File: src/rtl/alu_pkg.sv
// Shared encodings for the 8-bit alu and the sequential multiplier FSM.
// Latency: n/a (types and constants only).
// Backpressure: n/a.
package alu_pkg;

  // Low three bits of alu_op select the operation.
  localparam logic [2:0] ALU_ADD = 3'b000;
  localparam logic [2:0] ALU_SUB = 3'b001;
  localparam logic [2:0] ALU_AND = 3'b010;
  localparam logic [2:0] ALU_OR  = 3'b011;
  localparam logic [2:0] ALU_SHL = 3'b100;

  // alu_op[4:3] holds (shift amount - 1), so 2'b00 means shift by one.
  localparam int ALU_SHAMT_LSB = 3;

  typedef enum logic [1:0] {
    ST_IDLE  = 2'd0,
    ST_ADD   = 2'd1,
    ST_SHIFT = 2'd2,
    ST_DONE  = 2'd3
  } mul_state_e;

  // Build a full 5-bit alu_op from an operation and its shift-amount field.
  function automatic logic [4:0] alu_opcode(input logic [2:0] op, input logic [1:0] shamt_m1);
    return {shamt_m1, op};
  endfunction

endpackage

File: src/rtl/alu_mul_seq_if.sv
// Operand and result handshakes of the sequential multiplier.
// Latency: n/a (wiring only).
// Backpressure: valid/ready on both the operand and the result side.
interface alu_mul_seq_if;
  logic       in_valid;
  logic       in_ready;
  logic [7:0] a;
  logic [7:0] b;
  logic       out_valid;
  logic       out_ready;
  logic [7:0] product;
  logic       ovf;
  logic       busy;

  // Issuer/consumer side.
  modport master (
    output in_valid, a, b, out_ready,
    input  in_ready, out_valid, product, ovf, busy
  );

  // Multiplier side.
  modport slave (
    input  in_valid, a, b, out_ready,
    output in_ready, out_valid, product, ovf, busy
  );
endinterface

File: src/rtl/alu.sv
// Combinational 8-bit alu: add, sub, and, or, left shift by 1..4.
// Latency: 0 cycles, purely combinational.
// Backpressure: none.
module alu
  import alu_pkg::*;
(
  input  logic [7:0] a,
  input  logic [7:0] b,
  input  logic [4:0] alu_op,
  output logic [7:0] y
);

  logic [2:0] shamt;

  // Decode the operation; unused encodings return zero.
  always_comb begin
    y     = 8'd0;
    shamt = {1'b0, alu_op[ALU_SHAMT_LSB+1:ALU_SHAMT_LSB]} + 3'd1;
    case (alu_op[2:0])
      ALU_ADD: y = a + b;
      ALU_SUB: y = a - b;
      ALU_AND: y = a & b;
      ALU_OR:  y = a | b;
      ALU_SHL: y = a << shamt;
      default: y = 8'd0;
    endcase
  end

endmodule

File: src/rtl/alu_mul_seq.sv
// Shift-and-add 8x8 multiplier returning (a*b) mod 256 plus an overflow flag.
// Latency: result valid in the 17th cycle after operand accept; 18-cycle issue interval.
// Backpressure: operands taken only in IDLE; result held in DONE until out_ready.
module alu_mul_seq
  import alu_pkg::*;
(
  input  logic          clk,
  input  logic          rst,
  alu_mul_seq_if.slave  io
);

  mul_state_e state_q, state_d;
  logic [7:0] acc_q, acc_d;
  logic [7:0] mcand_q, mcand_d;
  logic [7:0] mplier_q, mplier_d;
  logic [2:0] cnt_q, cnt_d;
  logic       ovf_r_q, ovf_r_d;

  logic [7:0] alu_a;
  logic [7:0] alu_b;
  logic [4:0] alu_op;
  logic [7:0] alu_y;

  alu u_alu (
    .a      (alu_a),
    .b      (alu_b),
    .alu_op (alu_op),
    .y      (alu_y)
  );

  // Next-state, register updates and alu operand steering.
  always_comb begin
    state_d  = state_q;
    acc_d    = acc_q;
    mcand_d  = mcand_q;
    mplier_d = mplier_q;
    cnt_d    = cnt_q;
    ovf_r_d  = ovf_r_q;
    // IDLE and ADD both present acc + mcand; the result is ignored in IDLE.
    alu_a    = acc_q;
    alu_b    = mcand_q;
    alu_op   = alu_opcode(ALU_ADD, 2'b00);

    case (state_q)
      ST_IDLE: begin
        if (io.in_valid) begin
          acc_d    = 8'd0;
          mcand_d  = io.a;
          mplier_d = io.b;
          cnt_d    = 3'd0;
          ovf_r_d  = 1'b0;
          state_d  = ST_ADD;
        end
      end
      ST_ADD: begin
        if (mplier_q[0]) begin
          acc_d = alu_y;
          // A wrapped sum is smaller than the addend it started from.
          if (alu_y < acc_q) begin
            ovf_r_d = 1'b1;
          end
        end
        state_d = ST_SHIFT;
      end
      ST_SHIFT: begin
        alu_a    = mcand_q;
        alu_b    = 8'd0;
        alu_op   = alu_opcode(ALU_SHL, 2'b00);
        mcand_d  = alu_y;
        mplier_d = mplier_q >> 1;
        // The bit leaving mcand would still be added if any multiplier bits remain.
        if (mcand_q[7] && ((mplier_q >> 1) != 8'd0)) begin
          ovf_r_d = 1'b1;
        end
        cnt_d = cnt_q + 3'd1;
        if (cnt_q == 3'd7) begin
          state_d = ST_DONE;
        end else begin
          state_d = ST_ADD;
        end
      end
      ST_DONE: begin
        if (io.out_ready) begin
          state_d = ST_IDLE;
        end
      end
      default: state_d = ST_IDLE;
    endcase
  end

  // State and datapath registers; reset abandons any operation in flight.
  always_ff @(posedge clk or posedge rst) begin
    if (rst) begin
      state_q  <= ST_IDLE;
      acc_q    <= 8'd0;
      mcand_q  <= 8'd0;
      mplier_q <= 8'd0;
      cnt_q    <= 3'd0;
      ovf_r_q  <= 1'b0;
    end else begin
      state_q  <= state_d;
      acc_q    <= acc_d;
      mcand_q  <= mcand_d;
      mplier_q <= mplier_d;
      cnt_q    <= cnt_d;
      ovf_r_q  <= ovf_r_d;
    end
  end

  // Handshake outputs come from state alone; the result comes straight from flops.
  assign io.in_ready  = (state_q == ST_IDLE);
  assign io.out_valid = (state_q == ST_DONE);
  assign io.busy      = (state_q != ST_IDLE);
  assign io.product   = acc_q;
  assign io.ovf       = ovf_r_q;

endmodule

File: src/flat_wrapper.sv
// flat-port wrapper written by rule: the top's interface ports become plain ports
module alu_mul_seq_flat import alu_pkg::*;
  (clk, rst, io_in_valid, io_a, io_b, io_out_ready, io_in_ready, io_out_valid, io_product, io_ovf, io_busy);
  alu_mul_seq_if io_i ();
  input  logic clk;
  input  logic rst;
  input wire logic [$bits(io_i.in_valid)-1:0] io_in_valid;
  input wire logic [$bits(io_i.a)-1:0] io_a;
  input wire logic [$bits(io_i.b)-1:0] io_b;
  input wire logic [$bits(io_i.out_ready)-1:0] io_out_ready;
  output wire logic [$bits(io_i.in_ready)-1:0] io_in_ready;
  output wire logic [$bits(io_i.out_valid)-1:0] io_out_valid;
  output wire logic [$bits(io_i.product)-1:0] io_product;
  output wire logic [$bits(io_i.ovf)-1:0] io_ovf;
  output wire logic [$bits(io_i.busy)-1:0] io_busy;
  assign io_i.in_valid = io_in_valid;
  assign io_i.a = io_a;
  assign io_i.b = io_b;
  assign io_i.out_ready = io_out_ready;
  assign io_in_ready = io_i.in_ready;
  assign io_out_valid = io_i.out_valid;
  assign io_product = io_i.product;
  assign io_ovf = io_i.ovf;
  assign io_busy = io_i.busy;
  alu_mul_seq u_core (.clk(clk), .rst(rst), .io(io_i));
endmodule
File: config.mk
export PLATFORM = sky130hd
export DESIGN_NAME = alu_mul_seq_flat
export DESIGN_NICKNAME = d
export VERILOG_FILES = /design/src/rtl/alu_pkg.sv /design/src/rtl/alu_mul_seq_if.sv /design/src/rtl/alu.sv /design/src/rtl/alu_mul_seq.sv /design/src/flat_wrapper.sv
export SDC_FILE = /design/constraint.sdc
export NUM_CORES = 1
export LEC_CHECK = 0
export ABC_AREA = 1
export BUFFER_PORTS_ARGS = -buffer_cell sky130_fd_sc_hd__buf_2
export CAP_MARGIN = 20
export CORE_MARGIN = 2
export CORE_UTILIZATION = 30
export CTS_BUF_LIST = sky130_fd_sc_hd__clkbuf_4 sky130_fd_sc_hd__clkbuf_8
export DETAILED_ROUTE_END_ITERATION = 6
export GPL_TIMING_DRIVEN = 0
export HOLD_SLACK_MARGIN = 0.08
export PLACE_DENSITY = 0.44
export RECOVER_POWER = 50
export SLEW_MARGIN = 20
export SYNTH_ARGS = -nofsm -noshare
export SYNTH_HDL_FRONTEND = slang
export SYNTH_SLANG_ARGS = --single-unit
File: constraint.sdc
create_clock -name clk -period 4.4 [get_ports clk]
set_input_delay 0 -clock clk [delete_from_list [all_inputs] [get_ports clk]]
set_output_delay 0 -clock clk [all_outputs]
set_load 0.02 [all_outputs]
==> impl_metrics.yaml, run 1 <==
synth:
  muxShareOfSynthArea_pct: 0
  yosysSeqAreaShare_pct: 34.31
  syn-cell-area_sq_mm: 0.002188
  yosysUniqueCellTypes: 30
  synth_compound_area_share_pct: 15.72
  synthAdderAreaFrac_pct: 11.78
  syn-mean-instance-area_sq_um: 7.036
  synth_top_family_by_area: "simple AND/OR/NAND/NOR gates"
  yosys_register_bits: 30
  synth_nets: 351
  syn_inst: 311
  yosysWarnings: 0
  synth_simple_gate_area_share_pct: 25.56
  synth_xor_area_share_pct: 2.401
route:
  ant_nets: 0
  first_pass_iters: 4
  detail_route.wl_per_cell_microns: 13.11
  vias: 2105
  viasPerCell: 4.517
  drc: 0
  drt_iter0_drc: 58
  wl_mm: 6.109
floorplan:
  die_x_microns: 89.41
  floorplan.die_area_sq_mm: 0.007993
  row_count: 31
  die-height_microns: 89.41
  boundaryPins: 32
  initial_utilization_pct: 30.50
  core-area_sq_mm: 0.007176
layout:
  synthToLayoutAreaGrowth_pct: 24.41
  drive_gt1_share_pct: 11.99
  mostFrequentLayoutCells: "nand2_1 (91), inv_1 (47), dfrtp_1 (30)"
  fin_nets: 406
  final_common_cell: "nand2_1"
  n_antenna_cell: 0
  n_fill_cell: 799
cts:
  cts_root_buf: "clkbuf_8"
  cts_buffers: 5
  cts_buffer_depth: 2
  cts_tree: "done"
  numClockSinks: 30
  clkSlewWorstSetupHoldPaths_ns: 0.07
  htree_levels: 2
  insertion_delay_ns: 0.28
timing:
  fin_crit_sh_pct: 88.97
  setup_viol: 0
  maxSlewViolCount: 0
  tightest_slew_ns: 1.222
  clock.fmax_mhz: 255.4
  fin_setup_tns_ns: 0
  hold_violations: 0
  max-slew-margin-rel_pct: 18.46
  fin_skew_ns: 0.004500
  period_needed_ns: 3.915
  rsz0062_at_grt: "no"
grt:
  grt_pass1_wl_mm: 9.846
  grt_max_degree: 31
  track_usage_pct: 16.58
  overflow: 0
  antenna_found_initial: 0
  grt_pass1_vias: 1951
setup_path:
  reg2reg_depth: 25
  cp-start-kind: "register"
  cp_data_arrival_time_ns: 4.09
  critPathMaxFanout: 10
  endpoint_kind: "register"
  crit_required_ns: 4.58
  crit_type: "register to register"
placement:
  portBuffers: 31
  place_congestion: 0.7627
  dp_hpwl_mm: 4.671
run_status:
  status: "completed"
min_path:
  holdPathStages: 4
  hold_path.class: "input port to register"
flow_run:
  drv_cap: 0
flip-flops by register name, indices dropped and copies added, names as in the netlist:
| register | flops |
|---|---|
| u_core.io.ovf | 1 |
| u_core.mplier_q | 8 |
| u_core.state_q | 2 |
| u_core.cnt_q | 3 |
| u_core.mcand_q | 8 |
| u_core.io.product | 8 |
worst max-delay path, stage by stage (launching register included):
cell      delay, ns
dfrtp_1        0.42
inv_1          0.08
ha_1           0.31
inv_2          0.21
buf_2          0.26
buf_1          0.43
nand3_1        0.13
nand2_1        0.09
ha_1           0.26
a21oi_1        0.16
inv_1          0.05
nor2_1         0.10
nand2_1        0.09
inv_1          0.06
nand2_1        0.05
nand2_1        0.08
a21oi_1        0.08
ha_1           0.31
nand2_1        0.09
nor2_1         0.05
a211oi_1       0.17
nand2_1        0.10
nand2_1        0.08
nand2_1        0.05
nand2_1        0.05
nand2_1        0.04
final timing paths:
path                       slack (ns)            endpoint              start
min in group asynchronous        0.58  u_core.mplier_q[4]                rst
hold / removal                   0.13   u_core.state_q[0]       io_out_ready
setup / recovery                 0.49       u_core.io.ovf  u_core.state_q[0]
hold reg to reg                  0.48     u_core.cnt_q[2]    u_core.cnt_q[2]
setup reg to reg                 0.49       u_core.io.ovf  u_core.state_q[0]
max in group asynchronous        3.08   u_core.state_q[0]                rst
Yosys cell counts:
cell type	number	area [sq um]
a211oi_1	1	7.510
a21oi_1	15	75.07
a31oi_1	5	31.28
buf_1	2	7.510
buf_2	5	25.02
buf_4	1	7.510
clkbuf_1	1	3.750
dfrtp_1	30	750.7
fa_1	1	20.02
ha_1	19	237.7
inv_1	47	176.4
inv_2	1	3.750
nand2_1	91	341.6
nand2_2	1	6.260
nand3_1	17	85.08
nand4_1	2	12.51
nor2_1	16	60.06
nor2_2	2	12.51
nor3_1	2	10.01
nor4_1	1	6.260
o211ai_1	7	52.55
o21ai_0	28	140.1
o21ai_1	2	10.01
o21bai_1	1	7.510
o22ai_1	2	12.51
o31ai_1	1	7.510
or2_1	1	6.260
or2_2	3	18.77
xnor2_1	5	43.79
xor2_1	1	8.760
per-stage QoR:
stage	worst slack (ns)	hold slack (ns)	instance area, sq um	util [%]	std cells
final	0.4853	0.1345	2723	37.94	466
after global placement	0.4093	0.2262	2467	34.39	441
after CTS	0.3634	0.1320	2733	38.08	466
after detailed placement	0.3847	0.1591	2467	34.39	441
after floorplan	1.195	0.09081	2188	-	311
after global routing	0.01581	0.1917	2723	37.94	466
timing repair:
action                                  CTS  global route
hold buffers                             17             0
setup buffers                             0             0
hold endpoints to repair                 46             0
endpoints found under the setup margin    0             1
gates resized for setup                   0             2
final cells by class:
class | count | area, sq um | share of cell area (%)
clock buffer | 7 | 90.09 | 3.309
clock inverter | 1 | 5.005 | 0.1838
tap | 99 | 123.9 | 4.550
sequential | 30 | 750.7 | 27.57
inverter | 48 | 180.2 | 6.618
timing repair buffer | 48 | 314.1 | 11.53
buffer | 9 | 45.04 | 1.654
multi-input combinational | 224 | 1214 | 44.58
routing by layer:
layer,share of wire (%),vias up,GRT usage (%)
li1,-,1118,-
met1,49,952,22.98
met2,47,33,27.34
met3,3.2,2,2.493
met4,0.56,0,3.664
met5,0,-,0
logic make-up after synthesis:
family                   after synthesis
AND/OR/NAND/NOR                      136
AO/OA/AOI/OAI                         62
buffers and inverters                 57
flip-flops                            30
adder cells (fa/ha/maj)               20
XOR/XNOR                               6
Power of run 1 is left out: the tool's default activity adds up to more than one toggle a clock period on the data nets, which glitch-free logic cannot reach.
==> run 2: changes to the inputs <==
CTS_BUF_LIST = sky130_fd_sc_hd__clkbuf_16   (was sky130_fd_sc_hd__clkbuf_4 sky130_fd_sc_hd__clkbuf_8)
==> run 2 against run 1 <==
Cell area grew 1.2%. Highest routed layer unchanged. Setup slack lost 0.0037 ns. Sequential share of layout area shrank 0.33 points. Die area is the same. Largest cell class unchanged. Global-route usage grew 0.45 points. Via count grew 0.76%.
==> impl_metrics.yaml, run 2 (synthesis results as in run 1) <==
layout:
  synthToLayoutAreaGrowth_pct: 25.90
  n_fill_cell: 798
  fin_nets: 405
  multi_input_area_sq_mm: 0.001214
  area.sequential_sq_um: 750.7
  drive_gt1_share_pct: 11.48
  mostFrequentLayoutCells: "nand2_1 (91), inv_1 (48), dfrtp_1 (30)"
  final_common_cell: "nand2_1"
  fin_area_sq_mm: 0.002755
  n_antenna_cell: 0
setup_path:
  cp-start-kind: "register"
  critical_path_buf_inv_count: 6
  crit_type: "register to register"
  critPathMaxFanout: 10
  crit_required_ns: 4.57
  slowest_stage: "buf_1"
  cp_data_arrival_time_ns: 4.08
  endpoint_kind: "register"
  crit_family: "buffers and inverters"
  critPathMaxStageDelay_ns: 0.43
  ff2ff_setup_slack_ns: 0.48
  path_common_cell: "nand2_1"
floorplan:
  die-height_microns: 89.41
  floorplan.die_area_sq_mm: 0.007993
  die_x_microns: 89.41
  row_count: 31
  boundaryPins: 32
  initial_utilization_pct: 30.50
  core-area_sq_mm: 0.007176
run_status:
  status: "completed"
placement:
  place_area_sq_mm: 0.002467
  place_congestion: 0.7627
  dp_hpwl_mm: 4.671
  portBuffers: 31
timing:
  maxSlewViolCount: 0
  tightest_slew_ns: 1.209
  hold_violations: 0
  period_needed_ns: 3.918
  fin_crit_sh_pct: 89.06
  setup_viol: 0
  fin_skew_ns: 0.003551
  max-slew-margin-rel_pct: 19.31
  fin_setup_tns_ns: 0
  rsz0062_at_grt: "no"
  clock.fmax_mhz: 255.2
grt:
  grt_pass1_vias: 1960
  overflow: 0
  track_usage_pct: 17.02
  grt_pass1_wl_mm: 9.977
  grt_max_degree: 31
  antenna_found_initial: 0
cts:
  numClockSinks: 30
  insertion_delay_ns: 0.28
  cts_tree: "done"
  cts_buffers: 5
  cts_buffer_depth: 2
  cts_root_buf: "clkbuf_16"
  clkSlewWorstSetupHoldPaths_ns: 0.05
  htree_levels: 2
route:
  vias: 2121
  detail_route.wl_per_cell_microns: 13.28
  wl_mm: 6.175
  drc: 0
  viasPerCell: 4.561
  ant_nets: 0
  drt_iter0_drc: 77
  first_pass_iters: 4
flow_run:
  drv_cap: 0
min_path:
  hold_path.class: "input port to register"
## run 2: cell count changes in the layout (fill, tap and decap cells not counted)
cell | previous run | this run
clkbuf_16 | 0 | 5
inv_1 | 47 | 48
dlygate4sd3_1 | 17 | 16
clkinv_1 | 0 | 1
clkbuf_8 | 6 | 0
clkbuf_4 | 1 | 0
## run 2: cell type report
type / instances / share of cell area, %
well taps: 99 / 4.496
inverters: 48 / 6.540
clock inverters: 3 / 0.4541
multi-input cells: 224 / 44.05
clock buffers: 5 / 4.541
flip-flops and latches: 30 / 27.25
plain buffers: 9 / 1.635
repair buffers: 47 / 11.04
## run 2: path summary, 6_finish.rpt
kind / end / depth (start not counted) / startpoint
max: u_core.io.ovf / 25 / u_core.state_q[0]
min: u_core.mcand_q[2] / 3 / io_a[2]
max reg2reg: u_core.io.ovf / 25 / u_core.state_q[0]
min reg2reg: u_core.cnt_q[2] / 2 / u_core.cnt_q[2]
max in group asynchronous: u_core.io.product[5] / 3 / rst
min in group asynchronous: u_core.mplier_q[4] / 3 / rst
## run 2: layer usage
layer | track usage, % | up-vias | routed length (microns)
met5 | 0 | - | 0
met4 | 4.071 | 0 | 63
met3 | 3.324 | 5 | 215
met2 | 28.28 | 37 | 2971
met1 | 22.84 | 963 | 2924
li1 | - | 1116 | -
## run 2: timing repair
action / 4_1_cts / 5_1_grt
hold buffers: 16 / 0
hold endpoints to repair: 45 / 0
endpoints found under the setup margin: 0 / 1
buffers inserted: 0 / 0
gates resized for setup: 0 / 2
## run 2: worst reg2reg max path, cell delays in order (launching register included)
cell,delay [ns]
dfrtp_1,0.42
inv_1,0.08
ha_1,0.30
inv_2,0.21
buf_2,0.26
buf_1,0.43
nand3_1,0.13
nand2_1,0.09
ha_1,0.26
a21oi_1,0.16
inv_1,0.05
nor2_1,0.10
nand2_1,0.09
inv_1,0.06
nand2_1,0.05
nand2_1,0.08
a21oi_1,0.08
ha_1,0.31
nand2_1,0.09
nor2_1,0.05
a211oi_1,0.17
nand2_1,0.10
nand2_1,0.09
nand2_1,0.05
nand2_1,0.06
nand2_1,0.04
## run 2: stage by stage
step                      hold slack, ns  worst slack (ns)  instances  util (%)
after CTS                         0.1020            0.3660        465     38.54
final                            0.08583            0.4815        465     38.40
after detailed placement          0.1591            0.3847        441     34.39
after global placement            0.2262            0.4093        441     34.39
after global routing              0.1396          0.001464        465     38.40
after floorplan                  0.09081             1.195        311         -
Power of run 2 is left out for the same reason.
